--- src/rtl/hazard_pkg.sv ---
// Shared definitions for the pipeline hazard/control logic.
//   hz_state_t   : control FSM states
//   REG_ADDR_W   : architectural register index width
//   is_load_use  : load-use hazard test, also used by the forwarding unit
package hazard_pkg;

  localparam int unsigned REG_ADDR_W = 5;

  typedef enum logic [1:0] {
    S_RUN,
    S_MEM_WAIT,
    S_FLUSH
  } hz_state_t;

  // x0 is hard-wired to zero, so a load targeting it never creates a hazard.
  function automatic logic is_load_use(
    input logic                  mem_read,
    input logic [REG_ADDR_W-1:0] rd,
    input logic [REG_ADDR_W-1:0] rs1,
    input logic [REG_ADDR_W-1:0] rs2,
    input logic                  use_rs1,
    input logic                  use_rs2
  );
    return mem_read && (rd != '0) &&
           ((use_rs1 && (rs1 == rd)) || (use_rs2 && (rs2 == rd)));
  endfunction

endpackage

--- src/rtl/hazard_ctrl_sat_counter.sv ---
// Saturating up-counter with synchronous clear.
//   clk, reset : clock, synchronous active-low reset
//   clr        : restart the count; if inc is also high the new count is 1
//   inc        : count up by one, holding at MAX
//   count      : current value
module sat_counter #(
  parameter int unsigned          WIDTH = 16,
  parameter logic [WIDTH-1:0]     MAX   = '1
) (
  input  logic             clk,
  input  logic             reset,
  input  logic             clr,
  input  logic             inc,
  output logic [WIDTH-1:0] count
);

  always_ff @(posedge clk) begin
    if (!reset) begin
      count <= '0;
    end else if (clr) begin
      // clr+inc starts a fresh run that already includes this cycle
      count <= inc ? WIDTH'(1) : '0;
    end else if (inc && (count != MAX)) begin
      count <= count + 1'b1;
    end
  end

endmodule

--- src/rtl/hazard_ctrl.sv ---
// Pipeline stall/flush controller for the 5-stage core.
// Sources: load-use hazards in ID, taken branches resolved in EX, and
// data-memory wait states. Control outputs are decoded combinationally from
// the registered FSM state plus current inputs; only the state, counters and
// mem_timeout are registered.
//   clk, reset          : clock, synchronous active-low reset
//   id_rs1/id_rs2       : ID source registers, id_use_rs1/2 qualify them
//   ex_rd, ex_mem_read  : EX destination and load flag
//   ex_branch_taken     : EX redirects the PC
//   mem_req, mem_ready  : MEM access in flight / completing this cycle
//   pc_stall, if_id_stall, if_id_flush, id_ex_flush, ex_mem_stall : controls
//   mem_timeout         : one-cycle pulse after MEM_TIMEOUT wait cycles
//   stall_count         : saturating count of pc_stall cycles
module hazard_ctrl
  import hazard_pkg::*;
#(
  parameter int unsigned FLUSH_CYCLES = 1,
  parameter int unsigned MEM_TIMEOUT  = 255,
  parameter int unsigned CNT_W        = 16
) (
  input  logic                  clk,
  input  logic                  reset,
  input  logic [REG_ADDR_W-1:0] id_rs1,
  input  logic [REG_ADDR_W-1:0] id_rs2,
  input  logic                  id_use_rs1,
  input  logic                  id_use_rs2,
  input  logic [REG_ADDR_W-1:0] ex_rd,
  input  logic                  ex_mem_read,
  input  logic                  ex_branch_taken,
  input  logic                  mem_req,
  input  logic                  mem_ready,
  output logic                  pc_stall,
  output logic                  if_id_stall,
  output logic                  if_id_flush,
  output logic                  id_ex_flush,
  output logic                  ex_mem_stall,
  output logic                  mem_timeout,
  output logic [CNT_W-1:0]      stall_count
);

  localparam int unsigned      TMO_W        = 16;
  localparam int unsigned      FL_W         = 3;
  localparam logic [TMO_W-1:0] TMO_MAX      = TMO_W'(MEM_TIMEOUT);
  localparam logic [TMO_W-1:0] TMO_LAST     = TMO_W'(MEM_TIMEOUT - 1);
  localparam bit               TMO_ONE      = (MEM_TIMEOUT == 1);
  localparam bit               MULTI_FLUSH  = (FLUSH_CYCLES > 1);
  localparam logic [FL_W-1:0]  FLUSH_RELOAD = FL_W'(FLUSH_CYCLES - 1);

  hz_state_t        state_q, state_d;
  logic [FL_W-1:0]  flush_cnt_q, flush_cnt_d;
  logic [TMO_W-1:0] tmo_cnt;
  logic             tmo_hit;
  logic             load_use;
  logic             mem_wait;

  assign load_use = is_load_use(ex_mem_read, ex_rd, id_rs1, id_rs2,
                                id_use_rs1, id_use_rs2);
  assign mem_wait = mem_req & ~mem_ready;

  always_comb begin
    state_d      = state_q;
    flush_cnt_d  = flush_cnt_q;
    tmo_hit      = 1'b0;
    pc_stall     = 1'b0;
    if_id_stall  = 1'b0;
    if_id_flush  = 1'b0;
    id_ex_flush  = 1'b0;
    ex_mem_stall = 1'b0;

    case (state_q)
      S_RUN: begin
        if (mem_wait) begin
          pc_stall     = 1'b1;
          if_id_stall  = 1'b1;
          ex_mem_stall = 1'b1;
          flush_cnt_d  = '0;
          if (TMO_ONE) tmo_hit = 1'b1;
          else         state_d = S_MEM_WAIT;
        end else if (ex_branch_taken) begin
          if_id_flush = 1'b1;
          id_ex_flush = 1'b1;
          if (MULTI_FLUSH) begin
            state_d     = S_FLUSH;
            flush_cnt_d = FLUSH_RELOAD;
          end
        end else if (load_use) begin
          pc_stall    = 1'b1;
          if_id_stall = 1'b1;
          id_ex_flush = 1'b1;
        end
      end

      // Flushes stay low while frozen: a flush would wipe the held registers.
      S_MEM_WAIT: begin
        if (mem_wait) begin
          pc_stall     = 1'b1;
          if_id_stall  = 1'b1;
          ex_mem_stall = 1'b1;
          if (tmo_cnt == TMO_LAST) begin
            tmo_hit = 1'b1;
            state_d = S_RUN;
          end
        end else begin
          state_d = S_RUN;
        end
      end

      // ID holds a wrong-path instruction here, so load-use is not considered.
      S_FLUSH: begin
        if (mem_wait) begin
          pc_stall     = 1'b1;
          if_id_stall  = 1'b1;
          ex_mem_stall = 1'b1;
          flush_cnt_d  = '0;
          if (TMO_ONE) begin
            tmo_hit = 1'b1;
            state_d = S_RUN;
          end else begin
            state_d = S_MEM_WAIT;
          end
        end else if (ex_branch_taken) begin
          if_id_flush = 1'b1;
          id_ex_flush = 1'b1;
          flush_cnt_d = FLUSH_RELOAD;
        end else begin
          if_id_flush = 1'b1;
          flush_cnt_d = flush_cnt_q - 1'b1;
          if (flush_cnt_q == FL_W'(1)) state_d = S_RUN;
        end
      end

      default: state_d = S_RUN;
    endcase
  end

  always_ff @(posedge clk) begin
    if (!reset) begin
      state_q     <= S_RUN;
      flush_cnt_q <= '0;
      mem_timeout <= 1'b0;
    end else begin
      state_q     <= state_d;
      flush_cnt_q <= flush_cnt_d;
      mem_timeout <= tmo_hit;
    end
  end

  // Counts consecutive wait cycles; the entry cycle (outside S_MEM_WAIT)
  // restarts the run at 1 via clr+inc.
  sat_counter #(
    .WIDTH (TMO_W),
    .MAX   (TMO_MAX)
  ) u_tmo_cnt (
    .clk   (clk),
    .reset (reset),
    .clr   (state_q != S_MEM_WAIT),
    .inc   (mem_wait),
    .count (tmo_cnt)
  );

  sat_counter #(
    .WIDTH (CNT_W)
  ) u_stall_cnt (
    .clk   (clk),
    .reset (reset),
    .clr   (1'b0),
    .inc   (pc_stall),
    .count (stall_count)
  );

endmodule

--- config.mk ---
export PLATFORM = sky130hd
export DESIGN_NAME = hazard_ctrl
export DESIGN_NICKNAME = d
export VERILOG_FILES = /design/src/rtl/hazard_pkg.sv /design/src/rtl/hazard_ctrl_sat_counter.sv /design/src/rtl/hazard_ctrl.sv
export SDC_FILE = /design/constraint.sdc
export NUM_CORES = 1
export LEC_CHECK = 0
export ABC_CLOCK_PERIOD_IN_PS = 2760
export BUFFER_PORTS_ARGS = -buffer_cell sky130_fd_sc_hd__buf_2
export CAP_MARGIN = 30
export CORE_MARGIN = 8
export CORE_UTILIZATION = 55
export CTS_BUF_LIST = sky130_fd_sc_hd__clkbuf_8
export CTS_CLUSTER_SIZE = 12
export DETAILED_ROUTE_END_ITERATION = 7
export GPL_ROUTABILITY_DRIVEN = 0
export PLACE_DENSITY = 0.93
export RECOVER_POWER = 25
export SYNTH_ARGS = -nofsm -noshare
export SYNTH_HDL_FRONTEND = slang
export SYNTH_SLANG_ARGS = --single-unit
--- constraint.sdc ---
create_clock -name clk -period 2.76 [get_ports clk]
set_input_delay 0.552 -clock clk [delete_from_list [all_inputs] [get_ports clk]]
set_output_delay 0.552 -clock clk [all_outputs]
set_load 0.05 [all_outputs]
==> flow_summary.toml <==
[status]
outcome = "completed"

[synth]
number_of_nets_in_the_synthesized_netlist = 248
synth_top_flop_cell = "sky130_fd_sc_hd__dfxtp_1"
synth_largest_area_cell = "sky130_fd_sc_hd__dfxtp_1"
synthesis.area_per_instance_um2 = 8.330
synth-async-reset-ratio_pct = 0
synth.yosys.warnings = 0
syn_inst = 222
syn-cell-area_um2 = 1849
yosys.area.top_type_share_pct = 36.81
number_of_synthesized_register_bits = 34
synthMostInstantiatedCell = "sky130_fd_sc_hd__dfxtp_1"
ys_types = 38
synth_top_cells_by_count = "sky130_fd_sc_hd__dfxtp_1, sky130_fd_sc_hd__a21oi_1, sky130_fd_sc_hd__nand2_1"
synthTopCellsByArea = "sky130_fd_sc_hd__dfxtp_1, sky130_fd_sc_hd__xnor2_1, sky130_fd_sc_hd__a21oi_1, sky130_fd_sc_hd__or4_1, sky130_fd_sc_hd__o31ai_1"
yosysSeqAreaShare_pct = 36.81
synth_edf_count = 0

[cells_and_area]
post_route_cells_drive_above_1_share_pct = 18.25
fillCellCount = 282
multiInputGateArea_um2 = 1067
areaGrowthSynthToFinish_pct = 15.63
nNetsFinal = 288
antennaDiodeCount = 0
ff_latch_area_um2 = 680.7
stdcell_count = 309

[power]
sequentialPowerShare_pct = 51.5
pwr_density_cell_nw_per_um2 = 450.9
clock_power_share_pct = 38.3
power.ir.vdd_worst_mv = 0.2344
pwr-share-comb_pct = 10.2
power_leakage_nw = 0.7070
p_int_mw = 0.7058
swShare_pct = 26.79
power.switching_mw = 0.2583

[floorplan]
dieArea_um2 = 5474
core_um2 = 3284
initial_core_util_pct = 56.30
die_y_um = 73.99
top_level_ports = 45
die_outline_width_um = 73.99
fp-row-count = 21

[cts]
cts_setup_buffers = 0
tritoncts.num_buffers = 5
clkSlewWorstSetupHoldPaths_ns = 0.07
post_cts_resized = 0
clock_sinks = 34
clkLatencyLatePin_ns = 0.29
clock_tree_from_tritoncts = "yes"
clk_root_buffer_cell = "sky130_fd_sc_hd__clkbuf_8"
ctsHtreeMaxLevel = 2
cts.hold.buffers_added = 0
clk_path_buf_depth = 2

[timing]
timing.final.setup_violations = 0
worst_slack_ns = 0.1719
fin_crit_period_ns = 2.588
fmaxAchievable_mhz = 386.4
timing_worst_slew_pin_value_ns = 0.6060
report.final.hold_viol_count = 0
final_min_period_over_clock_period_pct = 93.77
rsz0062_at_grt = "no"
maxSlewHeadroom_pct = 59.42
timing.setup.tns_ns = 0
finalMaxSlewViolations = 0
final.setup_skew_ns = 0.01025

[job]
cap_viol_max_count = 0

[placement]
hpwlAfterDp_mm = 3.194
io_buffers = 44
place_worst_setup_slack_ns = 0.1443
placedCellCount = 301

[setup_path]
crit_type = "input pin to primary output"
cp_data_arrival_time_ns = 2.04
crit_path_max_fanout = 3
worst_r2r_path_depth = 6
crit_path_end_kind = "primary output"
worst-endpoint-required_ns = 2.21
timing.critical_path.slowest_cell_delay_ns = 0.51
crit_chain = "buf_2 -> or4_1 -> o21ai_1 -> nor3_1 -> a21oi_2 -> clkinvlp_4 -> buf_2"
critical-path-slowest-cell = "sky130_fd_sc_hd__or4_1"
worst_path_most_repeated_cell = "sky130_fd_sc_hd__buf_2"
worst_setup_path_start_kind = "input pin"

[global_route]
grt_first_pass_wirelength_mm = 7.127
gr-usage-all-layers_pct = 16.52
grt_max_degree = 31
grt.overflow.total = 0
grt_pass1_vias = 1685
grt_antenna_before_repair = 0

[detailed_routing]
wire_per_inst_um = 13.83
drtPass1Iterations = 4
via_count = 1763
drtAntennaViolNets = 0
avgViaCountPerCell = 5.706
drt_wl_total_mm = 4.272
post-route-drc-count = 0
drt_iter0_markers = 182

[hold_path]
hold_path_class = "register to register"
hold-path-cell-count = 2
==> layout by cell type (no fill, tap or decap), types with 2 or more instances in the layout <==
master,instances
sky130_fd_sc_hd__clkbuf_1,12
sky130_fd_sc_hd__a21oi_1,19
sky130_fd_sc_hd__and3_4,2
sky130_fd_sc_hd__xnor2_1,16
sky130_fd_sc_hd__and4_1,3
sky130_fd_sc_hd__o31ai_1,11
sky130_fd_sc_hd__buf_2,32
sky130_fd_sc_hd__nor3_1,6
sky130_fd_sc_hd__or3_1,7
sky130_fd_sc_hd__and2_1,4
sky130_fd_sc_hd__nor4_1,3
sky130_fd_sc_hd__inv_1,4
sky130_fd_sc_hd__nand2_1,19
sky130_fd_sc_hd__clkbuf_8,5
sky130_fd_sc_hd__and3_1,3
sky130_fd_sc_hd__dfxtp_1,34
sky130_fd_sc_hd__nor2_1,15
sky130_fd_sc_hd__xor2_1,4
sky130_fd_sc_hd__o21a_1,3
sky130_fd_sc_hd__buf_4,2
sky130_fd_sc_hd__nand3_1,10
sky130_fd_sc_hd__or4_1,12
sky130_fd_sc_hd__o21ai_0,8
sky130_fd_sc_hd__clkinvlp_4,2
sky130_fd_sc_hd__ha_1,3
sky130_fd_sc_hd__nor2b_1,2
sky130_fd_sc_hd__nand4_1,7
==> cell families (layout without fill, tap and decap cells) <==
family	count (synthesis)	count (layout)	share of synthesized area [%]
AOI/OAI and AO/OA	49	49	16.31
xor gates and xnor gates	20	20	9.472
adders and majority gates	3	3	2.030
buffers and inverters	18	59	5.480
DFF	34	34	36.81
muxes	1	1	0.5413
and+or+nand+nor	97	97	29.36
==> state kept, by name, summed over array words and instances (netlist names) <==
register           flops
u_tmo_cnt.count       16
state_q                1
u_stall_cnt.count     16
mem_timeout            1
==> critical path, delay by kind of cell <==
kind                   cells  cell delay, ns
AOI/OAI and AO/OA          2            0.42
buffers and inverters      3            0.47
and+or+nand+nor            2            0.58
==> metrics by stage <==
stage                     hold slack, ns  power, mW  cell area (um2)  util, %
after detailed placement          0.4820     0.6073             2063    62.82
after global routing              0.5254     0.9977             2138    65.10
after floorplan                   0.4669     0.5756             1867        -
after CTS                         0.4981     0.9695             2153    65.56
after global placement            0.4679     0.6041             2063    62.82
final                             0.4885     0.9641             2138    65.10
==> power by group through the flow <==
stage	clock network, mW	logic, mW	registers, mW
floorplan	0	0.0629	0.513
detailed placement	0	0.0993	0.508
global route	0.394	0.106	0.497
CTS	0.374	0.0995	0.497
global placement	0	0.0964	0.508
finish	0.370	0.0980	0.497
==> path summary, 6_finish.rpt <==
kind              slack [ns]              endpoint                 start
hold / removal          0.49  u_stall_cnt.count[5]  u_stall_cnt.count[5]
setup reg to reg        0.76   u_tmo_cnt.count[15]    u_tmo_cnt.count[9]
hold reg to reg         0.49  u_stall_cnt.count[5]  u_stall_cnt.count[5]
setup / recovery        0.17           if_id_stall              ex_rd[1]
==> final cells by class <==
type                       count  share of cell area (%)
timing repair buffer          46                   10.30
tap                           46                   2.692
multi-input combinational    170                   49.91
inverter                       5                   1.053
clock inverter                 3                  0.9947
sequential                    34                   31.83
clock buffer                   5                   3.218
==> routing by layer <==
metal	share of wire, %	vias to the layer above	GRT usage (%)
li1	-	896	-
met1	42	799	18.08
met2	49	64	27.73
met3	7.9	4	6.065
met4	1.6	0	7.539
met5	0	-	0
Power figures use the tool's default switching activity.
